$ cat config.mk
export PLATFORM = sky130hd
export DESIGN_NAME = boid_frame_writer
export DESIGN_NICKNAME = d
export VERILOG_FILES = /design/src/rtl/boid_frame_writer.sv
export SDC_FILE = /design/constraint.sdc
export NUM_CORES = 1
export LEC_CHECK = 0
export ABC_CLOCK_PERIOD_IN_PS = 9400
export BUFFER_PORTS_ARGS = -buffer_cell sky130_fd_sc_hd__buf_2
export CORE_ASPECT_RATIO = 0.5
export CORE_MARGIN = 2
export CORE_UTILIZATION = 63
export CTS_CLUSTER_SIZE = 24
export DETAILED_ROUTE_END_ITERATION = 8
export PLACE_DENSITY = 0.79
export REMOVE_ABC_BUFFERS = 1
export SLEW_MARGIN = 20
export SYNTH_ARGS = -nofsm -noshare
export SYNTH_HDL_FRONTEND = slang
export SYNTH_SLANG_ARGS = --single-unit
$ cat constraint.sdc
create_clock -name clk -period 9.4 [get_ports clk]
set_clock_uncertainty 0.05 [all_clocks]
set_input_delay 0 -clock clk [delete_from_list [all_inputs] [get_ports clk]]
set_output_delay 0 -clock clk [all_outputs]
set_load 0.02 [all_outputs]
$ cat src/rtl/boid_frame_writer.sv
// Framebuffer writer for the boid display: on each frame boundary it erases the old
// boid squares, then fetches and plots the new ones. Optional macro: BOID_WRITER_OVERRUN_COUNT_EN.
module boid_frame_writer #(
    parameter int NUM_BOIDS           = 16,
    parameter int BOX_SIZE            = 2,
    parameter int VIDEO_WIDTH         = 640,
    parameter int VIDEO_HEIGHT        = 480,
    parameter int PIXEL_ADDRESS_WIDTH = 20,
    parameter int IDX_W               = $clog2(NUM_BOIDS)
) (
    input  logic                           clk,
    input  logic                           reset,
    input  logic                           screenEnd,
    output logic [IDX_W-1:0]               pos_read_index,
    input  logic [9:0]                     pos_read_x,
    input  logic [8:0]                     pos_read_y,
    output logic [PIXEL_ADDRESS_WIDTH-1:0] fb_write_address,
    output logic                           fb_write_data,
    output logic                           fb_write_en,
    output logic                           busy,
    output logic                           frame_done,
    output logic [7:0]                     overrun_count
);

    localparam int BOX_W = (BOX_SIZE > 1) ? $clog2(BOX_SIZE) : 1;
    localparam int PAW   = PIXEL_ADDRESS_WIDTH;
    localparam logic [BOX_W-1:0] BOX_MAX  = BOX_W'(BOX_SIZE - 1);
    localparam logic [IDX_W-1:0] LAST_IDX = IDX_W'(NUM_BOIDS - 1);

    typedef enum logic [2:0] {
        S_IDLE, S_ERASE, S_FETCH, S_LATCH, S_DRAW, S_DONE
    } state_t;

    state_t             r_state;
    logic               r_se_prev;
    logic [IDX_W-1:0]   r_idx;
    logic [BOX_W-1:0]   r_dx;
    logic [BOX_W-1:0]   r_dy;
    logic [9:0]         r_wx;
    logic [8:0]         r_wy;
    logic [9:0]         r_sx [NUM_BOIDS];
    logic [8:0]         r_sy [NUM_BOIDS];
    logic [NUM_BOIDS-1:0] r_sv;

    logic [IDX_W-1:0]   r_pos_idx;
    logic [PAW-1:0]     r_addr;
    logic               r_data;
    logic               r_en;
    logic               r_busy;
    logic               r_done;

    logic               w_start;
    logic               w_first_ok;
    logic [IDX_W-1:0]   w_first_idx;
    logic               w_next_ok;
    logic [IDX_W-1:0]   w_next_idx;
    logic               w_box_last;
    logic [BOX_W-1:0]   w_dx_step;
    logic [BOX_W-1:0]   w_dy_step;
    state_t             w_n_state;
    logic [IDX_W-1:0]   w_n_idx;
    logic [BOX_W-1:0]   w_n_dx;
    logic [BOX_W-1:0]   w_n_dy;
    logic [9:0]         w_base_x;
    logic [8:0]         w_base_y;
    logic [10:0]        w_px;
    logic [9:0]         w_py;
    logic               w_clip;
    logic [PAW-1:0]     w_addr;

    assign w_start = screenEnd & ~r_se_prev;

    // Lowest valid shadow overall, and lowest valid shadow after the boid being erased.
    always_comb begin
        w_first_ok  = 1'b0;
        w_first_idx = {IDX_W{1'b0}};
        w_next_ok   = 1'b0;
        w_next_idx  = {IDX_W{1'b0}};
        for (int k = NUM_BOIDS - 1; k >= 0; k--) begin
            w_first_ok  = r_sv[k] ? 1'b1 : w_first_ok;
            w_first_idx = r_sv[k] ? IDX_W'(k) : w_first_idx;
            w_next_ok   = (r_sv[k] && (k > int'(r_idx))) ? 1'b1 : w_next_ok;
            w_next_idx  = (r_sv[k] && (k > int'(r_idx))) ? IDX_W'(k) : w_next_idx;
        end
    end

    // Next-cycle state, scan position and the pixel that cycle will write.
    always_comb begin
        w_box_last = (r_dx == BOX_MAX) && (r_dy == BOX_MAX);
        w_dx_step  = (r_dx == BOX_MAX) ? {BOX_W{1'b0}} : r_dx + BOX_W'(1);
        w_dy_step  = (r_dx != BOX_MAX) ? r_dy :
                     ((r_dy == BOX_MAX) ? {BOX_W{1'b0}} : r_dy + BOX_W'(1));
        w_n_state  = r_state;
        w_n_idx    = r_idx;
        w_n_dx     = r_dx;
        w_n_dy     = r_dy;
        case (r_state)
            S_IDLE: begin
                w_n_dx = {BOX_W{1'b0}};
                w_n_dy = {BOX_W{1'b0}};
                if (w_start && w_first_ok) begin
                    w_n_state = S_ERASE;
                    w_n_idx   = w_first_idx;
                end else if (w_start) begin
                    w_n_state = S_FETCH;
                    w_n_idx   = {IDX_W{1'b0}};
                end else begin
                    w_n_state = S_IDLE;
                end
            end
            S_ERASE: begin
                w_n_dx = w_dx_step;
                w_n_dy = w_dy_step;
                if (w_box_last && w_next_ok) begin
                    w_n_idx = w_next_idx;
                end else if (w_box_last) begin
                    w_n_state = S_FETCH;
                    w_n_idx   = {IDX_W{1'b0}};
                end else begin
                    w_n_state = S_ERASE;
                end
            end
            S_FETCH: w_n_state = S_LATCH;
            S_LATCH: begin
                w_n_state = S_DRAW;
                w_n_dx    = {BOX_W{1'b0}};
                w_n_dy    = {BOX_W{1'b0}};
            end
            S_DRAW: begin
                w_n_dx = w_dx_step;
                w_n_dy = w_dy_step;
                if (w_box_last && (r_idx == LAST_IDX)) begin
                    w_n_state = S_DONE;
                end else if (w_box_last) begin
                    w_n_state = S_FETCH;
                    w_n_idx   = r_idx + IDX_W'(1);
                end else begin
                    w_n_state = S_DRAW;
                end
            end
            S_DONE:  w_n_state = S_IDLE;
            default: w_n_state = S_IDLE;
        endcase

        // The first DRAW cycle is computed while the position memory output is still live.
        if (w_n_state == S_ERASE) begin
            w_base_x = r_sx[w_n_idx];
            w_base_y = r_sy[w_n_idx];
        end else if (r_state == S_LATCH) begin
            w_base_x = pos_read_x;
            w_base_y = pos_read_y;
        end else begin
            w_base_x = r_wx;
            w_base_y = r_wy;
        end
        w_px   = 11'(w_base_x) + 11'(w_n_dx);
        w_py   = 10'(w_base_y) + 10'(w_n_dy);
        w_clip = (w_px >= 11'(VIDEO_WIDTH)) || (w_py >= 10'(VIDEO_HEIGHT));
        w_addr = PAW'(w_px) + PAW'(w_py) * PAW'(VIDEO_WIDTH);
    end

    // FSM, shadow store and registered outputs.
    always_ff @(posedge clk or negedge reset) begin
        if (!reset) begin
            r_state   <= S_IDLE;
            r_se_prev <= 1'b0;
            r_idx     <= {IDX_W{1'b0}};
            r_dx      <= {BOX_W{1'b0}};
            r_dy      <= {BOX_W{1'b0}};
            r_wx      <= 10'd0;
            r_wy      <= 9'd0;
            r_sv      <= {NUM_BOIDS{1'b0}};
            for (int k = 0; k < NUM_BOIDS; k++) begin
                r_sx[k] <= 10'd0;
                r_sy[k] <= 9'd0;
            end
            r_pos_idx <= {IDX_W{1'b0}};
            r_addr    <= {PAW{1'b0}};
            r_data    <= 1'b0;
            r_en      <= 1'b0;
            r_busy    <= 1'b0;
            r_done    <= 1'b0;
        end else begin
            r_se_prev <= screenEnd;
            r_state   <= w_n_state;
            r_idx     <= w_n_idx;
            r_dx      <= w_n_dx;
            r_dy      <= w_n_dy;
            if (r_state == S_LATCH) begin
                r_wx <= pos_read_x;
                r_wy <= pos_read_y;
            end
            if ((r_state == S_DRAW) && w_box_last) begin
                r_sx[r_idx] <= r_wx;
                r_sy[r_idx] <= r_wy;
                r_sv[r_idx] <= 1'b1;
            end
            r_pos_idx <= (w_n_state == S_FETCH) ? w_n_idx : {IDX_W{1'b0}};
            r_addr    <= w_addr;
            r_data    <= (w_n_state == S_DRAW);
            r_en      <= ((w_n_state == S_ERASE) || (w_n_state == S_DRAW)) && !w_clip;
            r_busy    <= (w_n_state != S_IDLE);
            r_done    <= (w_n_state == S_DONE);
        end
    end

    assign pos_read_index   = r_pos_idx;
    assign fb_write_address = r_addr;
    assign fb_write_data    = r_data;
    assign fb_write_en      = r_en;
    assign busy             = r_busy;
    assign frame_done       = r_done;

`ifdef BOID_WRITER_OVERRUN_COUNT_EN
    logic [7:0] r_overrun;

    // Counts frame triggers dropped because the previous frame was still in progress.
    always_ff @(posedge clk or negedge reset) begin
        if (!reset) begin
            r_overrun <= 8'd0;
        end else if (w_start && (r_state != S_IDLE) && (r_overrun != 8'd255)) begin
            r_overrun <= r_overrun + 8'd1;
        end
    end

    assign overrun_count = r_overrun;
`else
    assign overrun_count = 8'd0;
`endif

endmodule

Word-level counts from Yosys, hierarchy flattened
Index checks and enable logic that the tools add are counted.

Add/sub/neg operators: 6. Multiply operators: 1. Equal/unequal tests: 9. Bitwise operators: 5. Multiplexer cells: 100. Reduce and logical (&&, ||, !) cells: 30. Order comparisons: 22.

Operators with widths (number): 160-bit bitwise mux (1); 4-bit two-way mux (38); 144-bit bitwise mux (1); 10-bit two-way mux (5); 9-bit two-way mux (5); 10-bit binary-select mux with 4-bit select (1); 10-bit demux with 4-bit select (1); 9-bit binary-select mux with 4-bit select (1); 9-bit demux with 4-bit select (1); 1-bit two-way mux (35); 4-bit greater-than comparator (first input constant) (8); 1-bit logical AND (23); 11-bit by 20-bit adder with 20-bit output (1); 3-bit by 4-bit greater-than comparator with 1-bit output (first input constant) (4); 16-bit bitwise OR (1); 3-bit one-hot mux with 5 select lines (1); 10-bit by 3-bit multiplier with 13-bit output (second input constant) (1); 4-bit one-hot mux with 3 select lines (1); 10-bit by 1-bit adder with 11-bit output (1); 11-bit by 10-bit greater-or-equal comparator with 1-bit output (second input constant) (1); 9-bit by 1-bit adder with 10-bit output (1); 10-bit by 9-bit greater-or-equal comparator with 1-bit output (second input constant) (1); 5-bit greater-or-equal comparator (second input constant) (2); 4-bit inverter with 5-bit output (2); other kinds (22) (36).

Word-level logic and storage cells: 219. Flip-flop bits (word level): 377.

Logic depth before layout (Yosys ltp)
Gate-level depths: netlist of the first run.

Depth after elaboration: 30. Depth in mapped cells: 38. Gate-level depth less buffers: 32.

Least setup slack after synthesis of the first run
Ideal clock, no wire load.

Kind: flip-flop to flip-flop. Start: reg r_idx[0]. End: reg r_addr[19] (netlist: fb_write_address[19]). Stages on the path, launching flop included: 38. Path buffers: 7. Clock period less this slack: 7.625 ns. Arrival time: 7.454 ns. Slack: 1.775 ns. Required time: 9.228 ns. Setup time: 0.122 ns. Cell sequence: dfrtp_1 > clkbuf_1 > inv_1 > ha_1 > nor3b_1 > nor2_1 > nor2_1 > nor3_2 > o41ai_2 > o21a_1 > buf_6 > inv_4 > buf_6 > buf_8 > buf_4 > buf_4 > buf_4 > mux2i_1 > (+2 left out) > a21o_1 > ha_1 > nand2_1 > or4b_4 > nor2_1 > xor2_1 > ha_1 > ha_1 > fa_1 > a21o_1 > a21oi_1 > xnor2_1 > nor2_1 > and2_1 > nand3_1 > o21ai_0 > a211o_1 > a32o_1.

Cells in the longest elaborated chain, start to end: 28. Elaborated cells on any way between the ends: 88.

RTL lines: start: declaration (RTL line 36) `logic [IDX_W-1:0] r_idx;`; start signal: assignment (RTL line 167) `r_idx <= {IDX_W{1'b0}};`; start signal: assignment (RTL line 186) `r_idx <= w_n_idx;`; 4-bit greater-than comparator (RTL line 82, 83); 1-bit logical AND (RTL line 82, 83); 1-bit two-way mux (15 in series) (RTL line 82) `w_next_ok = (r_sv[k] && (k > int'(r_idx))) ? 1'b1 : w_next_ok;`; 1-bit logical AND (RTL line 114) `if (w_box_last && w_next_ok) begin`; 4-bit two-way mux (RTL line 114); 4-bit one-hot mux with 3 select lines (*) (RTL line 97) `case (r_state)`; net w_n_idx[0] (RTL line 61) `logic [IDX_W-1:0] w_n_idx;`; 4-bit inverter with 5-bit output (implied by the code) (*) (RTL line 147, 148); 9-bit binary-select mux with 4-bit select (RTL line 148) `w_base_y = r_sy[w_n_idx];`; 9-bit two-way mux (implied by the code) (2 in series) (RTL line 148); 9-bit two-way mux (RTL line 146) `if (w_n_state == S_ERASE) begin`; 9-bit by 1-bit adder with 10-bit output (RTL line 157) `w_py = 10'(w_base_y) + 10'(w_n_dy);`; 10-bit by 3-bit multiplier with 13-bit output (RTL line 159) `w_addr = PAW'(w_px) + PAW'(w_py) * PAW'(VIDEO_WIDTH);`; 11-bit by 20-bit adder with 20-bit output (*) (RTL line 159); net w_addr[19] (RTL line 69) `logic [PAW-1:0] w_addr;`; end signal: assignment (RTL line 178) `r_addr <= {PAW{1'b0}};`; end signal: assignment (RTL line 199) `r_addr <= w_addr;`; end: declaration (RTL line 46) `logic [PAW-1:0] r_addr;`.

The timed path passes the listed nets; every way through them passes the cells marked *. The select of a mux whose other input is x is not followed. A chain may end at the register's enable or synchronous reset.

Final worst setup path of the first run
Start: reg r_idx[0]. End: reg r_addr[19] (netlist: fb_write_address[19]).

Cells in the longest elaborated chain, start to end: 28. Elaborated cells on any way between the ends: 88.

RTL lines (RTL line): 4-bit greater-than comparator (82, 83); 1-bit logical AND (82, 83); 1-bit two-way mux (15 in series) (82); 1-bit logical AND (114); 4-bit two-way mux (114); 4-bit one-hot mux with 3 select lines (97); 4-bit inverter with 5-bit output (implied by the code) (147, 148); 9-bit binary-select mux with 4-bit select (148); 9-bit two-way mux (implied by the code) (2 in series) (148); 9-bit two-way mux (146); 9-bit by 1-bit adder with 10-bit output (157); 10-bit by 3-bit multiplier with 13-bit output (159); 11-bit by 20-bit adder with 20-bit output (*) (159); net w_addr[19] (69).

Marks and branches as above.

==> impl_results.md, run 1 <==
- Status: completed
- CTS tree: done
- Slew headroom: 35.2%
- Placed cell count: 2017
- GRT Util Overall: 34.4%
- EDFF count, synth: 0
- Worst reg2reg startpoint: r_idx[0]
- Slew Limit Fails: 0
- Num CTS Buffers: 34
- Routed wire per std cell: 25.8 microns
- Met1 GRT Util: 46.8%
- Syn. warnings: 0
- Worst path buffer plus inverter count: 2
- CTS root buffer: clkbuf_16
- Register area share after synthesis: 49.1%
- Max stage delay cell, worst path: dfrtp_1
- CP peak stage delay: 720 ps
- Post-detailed-route count of antenna-violating nets: 0
- Vias per std cell: 6.70
- PortBufs: 49
- Critical R2R Capture: fb_write_address[19]
- Async set-or-reset flop fraction in the synthesized netlist: 100%
- CP required: 9780 ps
- Die Width: 251 microns
- Critical path origin: r_idx[0]
- Final Total Pwr: 3.34 mW
- Worst setup margin: 1120 ps
- #FFs+latches synth: 377
- Fin Setup TNS: 0 ps
- Crit-path max FO: 36
- Setup-failing EPs final: 0
- Initial antenna violation count: 1
- RSZ-0062 raised after global routing: no
- Post-Synthesis Cell Area: 19200 sq um
- Synth cell types: 93
- Die height: 127 microns
- IO Count: 58
- Area growth, synth to finish: 9.07%
- Core area: 30200 sq um
- Met3 Resource Use GR: 8.80%
- Detailed Route Iter0 Violations: 1423
- Post-Syn Instances: 1654
- Area after DPL: 19600 sq um
- DRC violations left: 0
- Post-route cell area: 21000 sq um
- Max cap viols: 0
- Worst R2R Path Depth: 31
- Cell area power density: 160 nW/um^2
- Met2 global-route usage: 53.1%
- Flop-to-flop setup slack: 1120 ps
- Main synth FF type: dfrtp_1
- Grt peak-use layer: met2
- CP most frequent cell: ha_1
- Initial Utilization: 63.7%
- Antenna cells: 0
- Num rows: 45
- Clock transition at the registers of the reported paths: 70 ps
- Max Clock Freq: 121 MHz
- Startpoint class of the critical path: register
- Post-CTS sizing: 0
- Vias in the first global route: 14.4k
- Ratio of cells with drive above 1 in the final layout: 30.2%
- Routability cong.: 0.948
- Pre-CTS setup slack: 1230 ps
- Mean Syn Cell Area: 11.6 sq um
- Clock buffer depth: 3
- First-pass GRT wire length: 83100 microns
- Leak pwr: 9.62 nW
- Final Critical Period: 8280 ps
- Worst skew pair latency: 540 ps
- Final net count: 1727
- CTS sink count: 377
- Worst Setup Path Type: reg -> reg
- H-Tree Depth: 2
- Peak supply drop: 0.113 mV
- Total number of vias: 14.1k
- Tcrit/Tclk final: 88.0%
- Crit end category: register
- Worst Path Arrival: 8650 ps
- DRT Pass-1 Iters: 7
- Die area: 32000 sq um
- Detailed Place HPWL: 33400 microns
- Fin. Hold Viols: 0
- Finished Layout Cells: 2097
- Global route overflow: 0
- Worst Hold Class: in -> async
- Crit-path leading delay family: simple AND/OR/NAND/NOR gates
- Largest net degree at the start of global routing: 174
- WL final: 54100 microns
- Slew at the pin closest to its max-slew limit: 969 ps
[how the worst max path moves through the flow]
stage / to / slack (ps) / cells past startpoint
2_1_floorplan: fb_write_address[19] / 390 / 30
3_3_place_gp: fb_write_address[19] / 1480 / 31
3_5_place_dp: fb_write_address[19] / 1230 / 31
4_1_cts: fb_write_address[19] / 1230 / 31
5_1_grt: fb_write_address[19] / 570 / 31
6_report: fb_write_address[19] / 1120 / 31
[Yosys cell counts (7+ instances only)]
master / count / share of area (%)
and2_1: 9 / 0.29
a221oi_1: 11 / 0.50
buf_4: 24 / 0.94
inv_1: 26 / 0.51
ha_1: 28 / 1.8
o211ai_1: 7 / 0.27
a211oi_1: 8 / 0.31
a31oi_1: 7 / 0.23
nand4_1: 10 / 0.33
mux2_2: 327 / 19
nor2_1: 64 / 1.3
a21oi_1: 49 / 1.3
nand3_1: 72 / 1.9
a21o_1: 13 / 0.51
xnor2_1: 24 / 1.1
nand2_1: 166 / 3.2
nor2b_1: 12 / 0.39
dfrtp_1: 377 / 49
xor2_1: 9 / 0.41
o22ai_1: 13 / 0.42
nor3_1: 10 / 0.26
mux4_2: 7 / 0.82
nand2b_1: 19 / 0.62
buf_2: 25 / 0.65
a21boi_0: 7 / 0.27
o21ai_0: 28 / 0.73
and3_1: 23 / 0.75
o21bai_1: 7 / 0.27
mux2i_1: 56 / 2.9
clkbuf_1: 63 / 1.2
nor3b_1: 7 / 0.27
a22oi_1: 9 / 0.35
[state kept, by name (all words and copies together) (netlist names), 3 cells and up]
name and flops:
r_sx 160, r_sy 144, fb_write_address 20, r_sv 16, r_wx 10, r_wy 9
pos_read_index 4, r_idx 4, r_state 3
[timing repair]
action,4_1_cts,5_1_grt
hold buffers,21,0
hold endpoints to repair,146,0
setup buffers,0,0
[through the flow]
stage          utilization, %  hold slack (ps)
2_1_floorplan               -             -346
3_3_place_gp             65.0             82.4
5_1_grt                  69.4             98.1
4_1_cts                  69.4              101
3_5_place_dp             65.0             94.7
6_report                 69.4             86.7
[cells in the final DEF (no fill, tap or decap), types with 21 or more instances in the layout]
master,instances
a21oi_1,49
and3_1,23
buf_2,48
buf_4,28
clkbuf_16,35
dfrtp_1,377
dlygate4sd3_1,21
ha_1,28
inv_1,26
mux2_2,327
mux2i_1,56
nand2_1,163
nand3_1,72
nor2_1,64
o21ai_0,28
xnor2_1,24
[final cells by class]
cell class | instances | area, sq um
repair buffers | 100 | 707
multi-input cells | 1132 | 9080
clock buffers | 50 | 992
fillers | 2116 | 9230
clock inverters | 9 | 120
well taps | 399 | 499
inverters | 30 | 118
flip-flops and latches | 377 | 9430
[layer usage]
layer | part of all wire [%] | up-vias
met5 | 0.033 | -
met4 | 3.6 | 2
met3 | 9.9 | 180
met2 | 45 | 769
met1 | 41 | 7135
li1 | - | 5973
[logic make-up (layout without fill, tap and decap cells)]
logic type               after synthesis  in the layout  share of synthesized area, %
multiplexers                         392            392                          23.0
adder cells (fa/ha/maj)               30             30                          2.03
AO/OA/AOI/OAI                        240            240                          9.17
other                                  1              8                        0.0195
buffers and inverters                152            189                          3.92
XOR/XNOR                              34             34                          1.59
AND/OR/NAND/NOR                      428            428                          11.1
flip-flops                           377            377                          49.1
[report_power, final]
part           total (mW)  internal (mW)  switching [mW]
clock                1.42          0.795           0.624
combinational       0.211         0.0878           0.124
sequential           1.71           1.67          0.0404
No activity file was read; power rests on OpenSTA's default activity.
==> inputs of run 2 (changes only) <==
CORE_ASPECT_RATIO = 0.75   (was 0.5)
CORE_MARGIN = 1   (was 2)
SETUP_SLACK_MARGIN = 0.02   (was unset)
==> impl_results.md, run 2 (same netlist as run 1, synthesis figures left out) <==
- Num rows: 54 (was 45)
- Worst skew pair latency: 550 ps (was 540 ps)
- Vias per std cell: 6.50 (was 6.70)
- IO Count: 58 (unchanged)
- RSZ-0062 raised after global routing: no (unchanged)
- Worst path buffer plus inverter count: 2 (unchanged)
- Slew Limit Fails: 0 (unchanged)
- Global route overflow: 0 (unchanged)
- Vias in the first global route: 13.9k (was 14.4k)
- Worst Hold Class: in -> reg (was in -> async)
- CTS sink count: 377 (unchanged)
- CTS tree: done (unchanged)
- Num CTS Buffers: 38 (was 34)
- Routability cong.: 0.891 (was 0.948)
- Number of setup buffers added after CTS: 0 (unchanged)
- Slew at the pin closest to its max-slew limit: 1000 ps (was 969 ps)
- Final Critical Period: 8410 ps (was 8280 ps)
- Peak supply drop: 0.182 mV (was 0.113 mV)
- Clock buffer depth: 3 (unchanged)
- Crit end category: register (unchanged)
- Worst Path Arrival: 8790 ps (was 8650 ps)
- Most frequent cells in the layout: dfrtp_1, mux2_2, nand2_1 (unchanged)
- Worst setup margin: 991 ps (was 1120 ps)
- First-pass GRT wire length: 80300 microns (was 83100 microns)
- Pre-CTS setup slack: 1200 ps (was 1230 ps)
- Max Clock Freq: 119 MHz (was 121 MHz)
- Status: completed (unchanged)
- CTS root buffer: clkbuf_16 (unchanged)
- Routed wire per std cell: 24.7 microns (was 25.8 microns)
- Initial antenna violation count: 1 (unchanged)
- Hold Worst Slack: 70.1 ps (was 86.7 ps)
- Max cap viols: 0 (unchanged)
- Post-CTS sizing: 0 (unchanged)
- Biggest register: r_sx (unchanged)
- Fin Setup TNS: 0 ps (unchanged)
- Detailed Place HPWL: 31600 microns (was 33400 microns)
- Die area: 31200 sq um (was 32000 sq um)
- Leak pwr: 9.70 nW (was 9.62 nW)
- Setup-failing EPs final: 0 (unchanged)
- WL final: 51700 microns (was 54100 microns)
- CP required: 9780 ps (about the same)
- Detailed Route Iter0 Violations: 1392 (was 1423)
- Clock transition at the registers of the reported paths: 60 ps (was 70 ps)
- H-Tree Depth: 2 (unchanged)
- Most common cell after layout, fill and taps aside: dfrtp_1 (unchanged)
- Startpoint class of the critical path: register (unchanged)
- PortBufs: 49 (unchanged)
- Largest net degree at the start of global routing: 171 (was 174)
- Final net count: 1727 (unchanged)
- Core Util, Final: 71.4% (was 69.4%)
- Crit-path max FO: 38 (was 36)
- Crit-path leading delay family: compound AO/OA/AOI/OAI gates (was simple AND/OR/NAND/NOR gates)
- DRT Pass-1 Iters: 6 (was 7)
- Initial Utilization: 65.1% (was 63.7%)
- DRC violations left: 0 (unchanged)
- Max stage delay cell, worst path: dfrtp_1 (unchanged)
- GRT Util Overall: 34.0% (was 34.4%)
- CP peak stage delay: 700 ps (was 720 ps)
- Ratio of cells with drive above 1 in the final layout: 30.8% (was 30.2%)
- Post-detailed-route count of antenna-violating nets: 0 (unchanged)
- Die Width: 204 microns (was 251 microns)
- Worst Setup Path Type: reg -> reg (unchanged)
- Tcrit/Tclk final: 89.5% (was 88.0%)
- Hold_buf cts: 21 (unchanged)
- Die height: 153 microns (was 127 microns)
- Slew headroom: 33.1% (was 35.2%)
- Area growth, synth to finish: 9.71% (was 9.07%)
- Cell area power density: 163 nW/um^2 (was 160 nW/um^2)
- Total number of vias: 13.6k (was 14.1k)
- Core area: 29500 sq um (was 30200 sq um)
- Largest register FFs: 160 (unchanged)
- Fin. Hold Viols: 0 (unchanged)
-- run 2: cell types whose count changed in the layout (fill, tap and decap cells not counted), sizes merged --
cell,previous run,this run
bufinv,2,1
diode,0,1
clkinv,5,12
buf,79,74
dlygate4sd3,21,22
clkbuf,50,53
-- run 2: area by class of cell --
cell class | count | area [sq um]
fill | 2073 | 8450
clock inverter | 15 | 125
clock buffer | 53 | 1110
antenna | 1 | 2.50
sequential | 377 | 9430
multi-input combinational | 1132 | 9100
inverter | 30 | 118
tap | 392 | 490
timing repair buffer | 96 | 696
-- run 2: metal layers --
metal  global-route usage (%)  routed length, microns  vias up  part of all wire [%]
met1                     46.8                   21600     6898                    42
li1                         -                       -     5963                     -
met4                     13.5                    2100        0                   4.1
met5                    0.776                       0        -                     0
met2                     51.6                   23100      623                    45
met3                     8.83                    4900      148                   9.5
-- run 2: final timing paths --
kind	from	end	slack [ps]	depth (start not counted)
worst min-delay path	screenEnd	r_se_prev	70	2
worst max-delay path	r_idx[0]	fb_write_address[19]	990	30
worst max register to register	r_idx[0]	fb_write_address[19]	990	30
worst min register to register	r_sx[46]	r_sx[46]	450	1
min in group asynchronous	reset	r_sv[12]	440	3
max in group asynchronous	reset	r_sy[78]	6730	5
-- run 2: per-stage QoR --
stage	power (mW)	instances	instance area, sq um
2_1_floorplan	1.85	1539	18600
3_3_place_gp	1.94	2004	19600
3_5_place_dp	1.95	2004	19600
4_1_cts	3.45	2093	21000
5_1_grt	3.54	2095	21100
6_report	3.44	2096	21100
-- run 2: power breakdown --
group | total [mW] | internal (mW) | switching, mW | leakage [nW]
registers | 1.71 | 1.67 | 0.0403 | 4.76
clock network | 1.51 | 0.857 | 0.653 | 0.617
logic | 0.211 | 0.0892 | 0.122 | 4.32
total | 3.44 | 2.62 | 0.815 | 9.70
-- run 2: worst register-to-register path, delay by kind of cell, from the launching register on --
kind / cells / cell delay, ps
buffers and inverters: 2 / 390
xor gates and xnor gates: 2 / 420
and+or+nand+nor: 10 / 2180
adders and majority gates: 5 / 1440
DFF: 1 / 700
AOI/OAI and AO/OA: 9 / 2460
muxes: 2 / 650
==> inputs of run 3 (changes only) <==
CAP_MARGIN = 20   (was unset)
CORE_UTILIZATION = 31   (was 63)
PLACE_DENSITY = 0.43   (was 0.79)
==> impl_results.md, run 3 (same netlist as run 1, synthesis figures left out) <==
- Biggest register: r_sx (unchanged)
- Peak supply drop: 0.101 mV (was 0.182 mV)
- Final Total Pwr: 3.59 mW (was 3.44 mW)
- Worst reg2reg startpoint: r_idx[0] (unchanged)
- Slew Limit Fails: 0 (unchanged)
- Critical path origin: r_idx[0] (unchanged)
- Area growth, synth to finish: 13.2% (was 9.71%)
- Reg area: 9430 sq um (unchanged)
- Worst Setup Path Type: reg -> reg (unchanged)
- Die Width: 289 microns (was 204 microns)
- Max cap viols: 0 (unchanged)
- Global route overflow: 0 (unchanged)
- Final Critical Period: 8290 ps (was 8410 ps)
- Grt peak-use layer: met1 (was met2)
- Hold Worst Slack: 47.6 ps (was 70.1 ps)
- Area occupied by multi-input gates: 9080 sq um (was 9100 sq um)
- Flop-to-flop setup slack: 1110 ps (was 990 ps)
- Detailed Place HPWL: 38600 microns (was 31600 microns)
- Worst path buffer plus inverter count: 2 (unchanged)
- Crit end category: register (unchanged)
- Detailed Route Iter0 Violations: 855 (was 1392)
- IO Count: 58 (unchanged)
- Post-detailed-route count of antenna-violating nets: 0 (unchanged)
- CTS root buffer: clkbuf_16 (unchanged)
- Fin Setup TNS: 0 ps (unchanged)
- # fillers: 6053 (was 2073)
- Fin. Hold Viols: 0 (unchanged)
- Ratio of cells with drive above 1 in the final layout: 30.6% (was 30.8%)
- Crit-path leading delay family: compound AO/OA/AOI/OAI gates (unchanged)
- H-Tree Depth: 2 (unchanged)
- Leak pwr: 9.77 nW (was 9.70 nW)
- Critical path depth: 31 (was 30)
- DRT Pass-1 Iters: 5 (was 6)
- Vias per std cell: 5.27 (was 6.50)
- Status: completed (unchanged)
- Initial antenna violation count: 2 (was 1)
- Vias in the first global route: 13.2k (was 13.9k)
- Largest register FFs: 160 (unchanged)
- Post-CTS sizing: 0 (unchanged)
- Total number of vias: 13.3k (was 13.6k)
- First-pass GRT wire length: 91300 microns (was 80300 microns)
- Slew headroom: 31.1% (was 33.1%)
- Max Clock Freq: 121 MHz (was 119 MHz)
- Startpoint class of the critical path: register (unchanged)
- Antenna cells: 0 (was 1)
- Largest net degree at the start of global routing: 171 (unchanged)
- Worst skew pair latency: 580 ps (was 550 ps)
- PortBufs: 49 (unchanged)
- Num CTS Buffers: 42 (was 38)
- Crit-path max FO: 37 (was 38)
- Most common cell after layout, fill and taps aside: dfrtp_1 (unchanged)
- Max stage delay cell, worst path: dfrtp_1 (unchanged)
- Worst setup endpoint: fb_write_address[19] (unchanged)
- Tcrit/Tclk final: 88.2% (was 89.5%)
- Worst R2R Path Depth: 31 (was 30)
- Clock buffer depth: 3 (unchanged)
- Critical R2R Capture: fb_write_address[19] (unchanged)
- CP required: 9810 ps (was 9780 ps)
- RSZ-0062 raised after global routing: no (unchanged)
- WL final: 61400 microns (was 51700 microns)
- Met1 GRT Util: 30.1% (was 46.8%)
- Cell area power density: 165 nW/um^2 (was 163 nW/um^2)
- CP peak stage delay: 690 ps (was 700 ps)
- Met2 global-route usage: 27.9% (was 51.6%)
- CTS tree: done (unchanged)
- Die height: 218 microns (was 153 microns)
- Slew at the pin closest to its max-slew limit: 1030 ps (was 1000 ps)
- Number of setup buffers added after CTS: 0 (unchanged)
- Num rows: 78 (was 54)
- GRT Util Overall: 19.8% (was 34.0%)
- Die area: 63000 sq um (was 31200 sq um)
- Initial Utilization: 31.5% (was 65.1%)
- Routability cong.: 0.844 (was 0.891)
- Worst Hold Class: in -> reg (unchanged)
- Worst Path Arrival: 8690 ps (was 8790 ps)
- CP most frequent cell: ha_1
- Clock transition at the registers of the reported paths: 60 ps (about the same)
- DRC violations left: 0 (unchanged)
- Most frequent cells in the layout: dfrtp_1, mux2_2, nand2_1 (unchanged)
- Met3 Resource Use GR: 4.09% (was 8.83%)
- Setup-failing EPs final: 0 (unchanged)
- Final net count: 1745 (was 1727)
- Routed wire per std cell: 24.4 microns (was 24.7 microns)
- Core area: 60900 sq um (was 29500 sq um)
- CTS sink count: 377 (unchanged)
[run 3: changes by cell type in the layout (fill, tap and decap cells not counted), moves of 4 or more]
cell and change:
buf_4 +14, nand2_1 +8, nand2_2 -8, clkinv_2 -6, clkbuf_1 +5, clkbuf_16 +4
[run 3: repair_timing]
action | CTS | global route
endpoints found under the hold margin | 109 | 0
hold buffers | 23 | 0
setup endpoints to repair | 0 | 0
[run 3: metal layers]
metal  wire length [microns]  share of wire, %  vias to the layer above
met2                   25400                41                      310
met4                    1510               2.5                        0
met3                    3280               5.3                       89
met5                       0                 0                        -
met1                   31200                51                     6862
li1                        -                 -                     6017
[run 3: worst min-delay path by stage]
stage	depth (start not counted)	startpoint	to
after floorplan	0	reset	busy
after global placement	1	reset	r_sv[3]
after detailed placement	1	reset	r_sv[3]
after CTS	2	screenEnd	r_se_prev
after global routing	2	screenEnd	r_se_prev
final	2	screenEnd	r_se_prev
[run 3: where the power goes]
group | internal [mW] | leakage [nW] | total, mW | switching [mW]
clock | 0.967 | 0.658 | 1.67 | 0.698
combinational | 0.0883 | 4.35 | 0.212 | 0.124
sequential | 1.67 | 4.76 | 1.71 | 0.0397
total | 2.73 | 9.77 | 3.59 | 0.862
[run 3: final cells by class]
type	count	share of cell area (%)
timing repair buffer	110	3.60
clock inverter	9	0.638
clock buffer	60	5.52
multi-input combinational	1132	41.7
inverter	30	0.541
tap	800	4.60
sequential	377	43.4
[run 3: metrics by stage]
stage                     utilization (%)  cell area [sq um]  setup WS [ps]  cells
final                                35.7              21800           1110   2518
after global routing                 35.7              21800            376   2518
after CTS                            35.7              21800           1160   2518
after detailed placement             33.1              20200           1210   2426
after global placement               33.1              20200           1300   2426
after floorplan                         -              18600            390   1539
